<file path="src/rtl/disp1_tx.sv">
// disp1_tx -- two-lane serial transmitter with per-lane byte FIFOs.
//
// After reset the link sends the sync byte 8'hBC twice on both lanes, then
// enters ACTIVE. At every byte boundary in ACTIVE, each lane sends its FIFO
// head if one is queued, otherwise the idle byte 8'h7C. Bits go out MSB first,
// one per clock, straight from the shift register flops.
//
// Optional feature: define DISP1_TX_OVF_EN to add the sticky overflow flags
// ovf_f1/ovf_f2. They set on a write dropped because that lane's FIFO is full.
//
// Ports:
//   clk                     bit-rate clock, rising edge
//   reset                   asynchronous active-high reset
//   write                   push data_in1 / data_in2 into the lane FIFOs
//   data_in1, data_in2      parallel bytes for lane 1 / lane 2
//   out1, out2              serial bits, MSB first, registered
//   active                  high while the FSM is in ACTIVE
//   almost_full_f1/_f2      registered: occupancy >= AF_THRESH
//   ovf_f1, ovf_f2          (DISP1_TX_OVF_EN only) sticky dropped-write flags
module disp1_tx #(
    parameter int DEPTH     = 4,
    parameter int AF_THRESH = 3
) (
    input  logic       clk,
    input  logic       reset,
    input  logic       write,
    input  logic [7:0] data_in1,
    input  logic [7:0] data_in2,
    output logic       out1,
    output logic       out2,
    output logic       active,
    output logic       almost_full_f1,
    output logic       almost_full_f2
`ifdef DISP1_TX_OVF_EN
    ,
    output logic       ovf_f1,
    output logic       ovf_f2
`endif
);

    localparam int              PTR_W     = (DEPTH > 1) ? $clog2(DEPTH) : 1;
    localparam int              CNT_W     = PTR_W + 1;
    localparam logic [CNT_W-1:0] FULL_CNT = CNT_W'(DEPTH);
    localparam logic [CNT_W-1:0] AF_CNT   = CNT_W'(AF_THRESH);
    localparam logic [7:0]      SYNC_BYTE = 8'hBC;
    localparam logic [7:0]      IDLE_BYTE = 8'h7C;

    typedef enum logic [1:0] {
        ST_RESET  = 2'd0,
        ST_SYNC   = 2'd1,
        ST_ACTIVE = 2'd2
    } state_t;

    state_t     state_q, state_d;
    logic [2:0] bit_cnt_q, bit_cnt_d;
    logic       sync_two_q, sync_two_d;   // second sync byte is on the wire
    logic       active_q, active_d;

    logic       boundary;
    logic       load_fifo;

    // The edge where the counter reads 7 ends a byte. Boundaries in ACTIVE,
    // and the one ending the second sync byte, load FIFO/idle data.
    assign boundary  = (state_q != ST_RESET) && (bit_cnt_q == 3'd7);
    assign load_fifo = boundary && ((state_q == ST_ACTIVE) || sync_two_q);

    always_comb begin
        state_d    = state_q;
        bit_cnt_d  = bit_cnt_q;
        sync_two_d = sync_two_q;
        case (state_q)
            ST_RESET: begin
                state_d    = ST_SYNC;
                bit_cnt_d  = 3'd0;
                sync_two_d = 1'b0;
            end
            ST_SYNC: begin
                bit_cnt_d = bit_cnt_q + 3'd1;
                if (boundary) begin
                    if (sync_two_q) begin
                        state_d = ST_ACTIVE;
                    end else begin
                        sync_two_d = 1'b1;
                    end
                end
            end
            ST_ACTIVE: begin
                bit_cnt_d = bit_cnt_q + 3'd1;
            end
            default: begin
                state_d = ST_RESET;
            end
        endcase
        active_d = (state_d == ST_ACTIVE);
    end

    always_ff @(posedge clk or posedge reset) begin
        if (reset) begin
            state_q    <= ST_RESET;
            bit_cnt_q  <= 3'd0;
            sync_two_q <= 1'b0;
            active_q   <= 1'b0;
        end else begin
            state_q    <= state_d;
            bit_cnt_q  <= bit_cnt_d;
            sync_two_q <= sync_two_d;
            active_q   <= active_d;
        end
    end

    logic [1:0][7:0] din;
    logic [1:0]      ser_bit;
    logic [1:0]      af_bit;
`ifdef DISP1_TX_OVF_EN
    logic [1:0]      ovf_bit;
`endif

    assign din = {data_in2, data_in1};

    for (genvar gi = 0; gi < 2; gi++) begin : gen_lane
        logic [7:0]       mem_q [DEPTH];
        logic [PTR_W-1:0] wr_ptr_q, wr_ptr_d;
        logic [PTR_W-1:0] rd_ptr_q, rd_ptr_d;
        logic [CNT_W-1:0] count_q, count_d;
        logic [7:0]       sr_q, sr_d;
        logic             af_q, af_d;
        logic             wr_en;
        logic             pop;

        // A full FIFO drops the write even if a pop frees a slot this edge.
        always_comb begin
            wr_en    = write && (count_q != FULL_CNT);
            pop      = load_fifo && (count_q != '0);
            wr_ptr_d = wr_en ? wr_ptr_q + 1'b1 : wr_ptr_q;
            rd_ptr_d = pop ? rd_ptr_q + 1'b1 : rd_ptr_q;
            count_d  = count_q + CNT_W'(wr_en) - CNT_W'(pop);
            af_d     = (count_d >= AF_CNT);
            if (state_q == ST_RESET) begin
                sr_d = SYNC_BYTE;
            end else if (boundary) begin
                if (load_fifo) begin
                    sr_d = pop ? mem_q[rd_ptr_q] : IDLE_BYTE;
                end else begin
                    sr_d = SYNC_BYTE;
                end
            end else begin
                sr_d = {sr_q[6:0], 1'b0};
            end
        end

        always_ff @(posedge clk or posedge reset) begin
            if (reset) begin
                wr_ptr_q <= '0;
                rd_ptr_q <= '0;
                count_q  <= '0;
                sr_q     <= '0;
                af_q     <= 1'b0;
            end else begin
                wr_ptr_q <= wr_ptr_d;
                rd_ptr_q <= rd_ptr_d;
                count_q  <= count_d;
                sr_q     <= sr_d;
                af_q     <= af_d;
            end
        end

        // Storage has no reset; emptiness lives entirely in the pointers/count.
        always_ff @(posedge clk) begin
            if (wr_en && !reset) begin
                mem_q[wr_ptr_q] <= din[gi];
            end
        end

        assign ser_bit[gi] = sr_q[7];
        assign af_bit[gi]  = af_q;

`ifdef DISP1_TX_OVF_EN
        logic ovf_q, ovf_d;

        always_comb begin
            ovf_d = ovf_q | (write && !wr_en);
        end

        always_ff @(posedge clk or posedge reset) begin
            if (reset) begin
                ovf_q <= 1'b0;
            end else begin
                ovf_q <= ovf_d;
            end
        end

        assign ovf_bit[gi] = ovf_q;
`endif
    end

    assign out1           = ser_bit[0];
    assign out2           = ser_bit[1];
    assign active         = active_q;
    assign almost_full_f1 = af_bit[0];
    assign almost_full_f2 = af_bit[1];
`ifdef DISP1_TX_OVF_EN
    assign ovf_f1         = ovf_bit[0];
    assign ovf_f2         = ovf_bit[1];
`endif

endmodule

</file>
<file path="config.mk">
export PLATFORM = sky130hd
export DESIGN_NAME = disp1_tx
export DESIGN_NICKNAME = d
export VERILOG_FILES = /design/src/rtl/disp1_tx.sv
export SDC_FILE = /design/constraint.sdc
export NUM_CORES = 1
export LEC_CHECK = 0
export BUFFER_PORTS_ARGS = -buffer_cell sky130_fd_sc_hd__clkbuf_2
export CAP_MARGIN = 20
export CORE_ASPECT_RATIO = 1.2
export CORE_MARGIN = 3
export CORE_UTILIZATION = 45
export CTS_BUF_LIST = sky130_fd_sc_hd__clkbuf_4
export DETAILED_ROUTE_END_ITERATION = 8
export PLACE_DENSITY = 0.59
export SLEW_MARGIN = 20
export SYNTH_ARGS = -nofsm -noshare
export SYNTH_HDL_FRONTEND = slang
export SYNTH_SLANG_ARGS = --single-unit
export TNS_END_PERCENT = 10
</file>
<file path="constraint.sdc">
create_clock -name clk -period 4.2 [get_ports clk]
set_input_delay 0 -clock clk [delete_from_list [all_inputs] [get_ports clk]]
set_output_delay 0 -clock clk [all_outputs]
set_load 0.02 [all_outputs]
</file>
==> impl_results.md <==
- Worst Path Required: 4560 ps
- Core box area: 9130 um^2
- CP max FO: 11
- GRT Max-Usage Layer: met2
- Syn Nets: 283
- Drc violations: 0
- Synth Flop Type: edfxtp_1
- Sequential element share of the synthesized area: 67.9%
- Worst-path clk slew: 150 ps
- Crit-path cells: ha_1, ha_1, nor2b_1, nand3_2, inv_1, ha_1, inv_1, ha_1, inv_1, fa_1, xnor2_1, xnor2_1, a21o_1
- First DRT Iteration DRCs: 117
- Met2 Usage GRT: 22.6%
- Most used cell, CP: ha_1
- CP startpoint kind: flop
- Total iterations of the first detailed-routing run: 4
- Final Critical Period: 3080 ps
- Setup bufs post-CTS: 0
- Deepest clock path buffer count: 2
- Final net count: 328
- I/O Pins: 24
- Post-Route WL: 6900 um
- Rows: 38
- Max Slew Vio Count: 0
- Number of cells on the worst reg-to-reg path: 13
- Actual slew at the worst max-slew pin: 551 ps
- Die Ht: 113 um
- Port bufs: 23
- DP Wirelength: 4700 um
- Fin Setup TNS: 0 ps
- Max-Cap Viols: 0
- CP arrival: 3450 ps
- Warnings, synthesis: 0
- Power per cell area: 561 nW/um^2
- Final WS setup: 1120 ps
- Placer Congestion: 0.771
- First-pass GRT wire length: 11300 um
- Overflow after GRT: 0
- Vias per cell: 5.00
- GR Util met3: 3.02%
- Via count: 2072
- Synth cell types: 34
- Root Buffer: clkbuf_4
- Chip width: 94.9 um
- Status: finished, final reports clean
- Cells after Synth: 244
- H-tree levels: 3
- Hold_ws: 185 ps
- Met1 Track Usage GR: 19.4%
- Share of cells above drive strength 1: 18.0%
- Final hold violations: 0
- Crit Path Category: reg -> reg
- # clock sinks: 103
- Peak Freq: 324 MHz
- Share of flip-flops with an asynchronous set or reset: 37.9%
- Area Growth Syn to Fin: 13.7%
- Final period util: 73.4%
- Worst reg2reg startpoint: bit_cnt_q[0]
- CTS buffer count: 9
- Layout Utilization: 53.1%
- Drt wl/cell: 16.7 um
- Worst-Skew Late Latency: 450 ps
- Fill count: 771
- Final Non-Filler Cells: 414
- CTS tree: built
- CP max-delay cell: nor2b_1
- Worst min path class: in -> async
- Final-report setup violation count: 0
- Delay-heaviest family, CP: adder cells
- CP Capture Type: flop
- Commonest non-fill, non-tap cells in the layout: 64 x edfxtp_1, 39 x dfrtp_1, 23 x clkbuf_2, 18 x ha_1, 18 x dlygate4sd3_1
- Number of global-route vias before repair: 2262
- Leak: 0.00191 uW
- Largest net degree at the start of global routing: 40
- Antenna cells: 0
- R2r endpoint: almost_full_f1
- Synth Cell Area: 4270 um^2
- Flop2flop setup slack: 1120 ps
- Die area: 10700 um^2
- Post-synth EDFFs: 64
- Fin Clk Skew: 18.4 ps
- Slew headroom: 63.3%
- VDD IR max: 0.307 mV
- RSZ-0062 raised after global routing: false
- Syn Area/Cell: 17.5 um^2
- Remaining antenna violation count after routing: 0
- Largest stage delay, worst path: 440 ps
- GR Util All Layers: 14.6%
- Pre-CTS setup slack: 1110 ps
- Commonest non-fill, non-tap cell in the layout: edfxtp_1
- Seq cells post-synth: 103
- Dpl cells: 380
- Initial antenna violation count: 0
- Initial core utilization: 46.7%
- CP bufs+invs: 3
-- layer usage --
| layer | wire [um] | share of wire [%] |
|---|---|---|
| met1 | 3210 | 46 |
| met2 | 3370 | 49 |
| met3 | 157 | 2.3 |
| met4 | 167 | 2.4 |
| met5 | 0 | 0 |
-- cells in the mapped netlist (3+ instances only) --
library cell / count / area (um^2)
mux4_1: 14 / 368
a211oi_1: 3 / 22.5
edfxtp_1: 64 / 1920
a22o_1: 4 / 35.0
ha_1: 18 / 225
a21bo_2: 3 / 30.0
dfrtp_1: 39 / 976
nand2b_1: 4 / 25.0
xnor2_1: 10 / 87.6
o22a_1: 8 / 70.1
nor2_1: 9 / 33.8
mux2_2: 4 / 45.0
inv_1: 16 / 60.1
a21oi_1: 5 / 25.0
and2_1: 10 / 62.6
-- cells by family after synthesis --
family / synth area share (%)
compound gates: 5.46
simple gates: 5.02
flops: 67.9
xor+xnor: 2.05
fa+ha+maj: 6.22
buf+inv: 2.58
mux: 10.7
-- worst max path at each step --
| stage | slack (ps) | end | cells past startpoint | startpoint |
|---|---|---|---|---|
| final | 1120 | almost_full_f1 | 13 | bit_cnt_q[0] |
| after CTS | 1080 | almost_full_f1 | 13 | bit_cnt_q[0] |
| after detailed placement | 1110 | almost_full_f1 | 13 | bit_cnt_q[0] |
| after floorplan | 1580 | almost_full_f1 | 14 | state_q[0] |
| after global placement | 1180 | almost_full_f1 | 13 | bit_cnt_q[0] |
| after global routing | 820 | almost_full_f1 | 13 | bit_cnt_q[0] |
-- sequential cells by signal (all words and copies together), names as in the netlist --
| signal | count |
|---|---|
| almost_full_f1 | 1 |
| bit_cnt_q | 3 |
| gen_lane.rd_ptr_q | 4 |
| state_q | 2 |
| almost_full_f2 | 1 |
| gen_lane.wr_ptr_q | 4 |
| gen_lane.count_q | 6 |
| gen_lane.mem_q | 64 |
| gen_lane.sr_q | 16 |
| sync_two_q | 1 |
| active | 1 |
-- power by group --
group | leakage [uW] | switching (uW) | internal (uW)
Combinational | 0.000774 | 276 | 348
Sequential | 0.00103 | 178 | 1310
Clock | 0.000101 | 302 | 313
Total | 0.00191 | 756 | 1970
-- final cells by class --
class / count / area [um^2] / area share [%]
clock buffers: 11 / 82.6 / 1.70
inverters: 16 / 60.1 / 1.24
repair buffers: 42 / 303 / 6.24
well taps: 120 / 150 / 3.10
multi-input cells: 117 / 1260 / 25.9
flip-flops and latches: 103 / 2900 / 59.8
clock inverters: 5 / 98.8 / 2.04
-- per-stage QoR --
step | cell area (um^2) | power, uW
after detailed placement | 4490 | 2140
after global placement | 4490 | 2130
after global routing | 4850 | 2900
final | 4850 | 2720
after CTS | 4850 | 2760
after floorplan | 4270 | 1970
-- worst reg2reg max path: cells and delay by family, from the launching register on --
kind                       cells  cell delay [ps]
AOI/OAI and AO/OA              1              160
xor gates and xnor gates       2              290
adders and majority gates      5             1240
buffers and inverters          3              250
DFF                            1              390
and+or+nand+nor                2              670
-- timing repair --
action | CTS | global route
endpoints found under the hold margin | 105 | 0
gates resized for setup | 0 | 0
hold buffers | 18 | 0
Power figures use the tool's default switching activity.
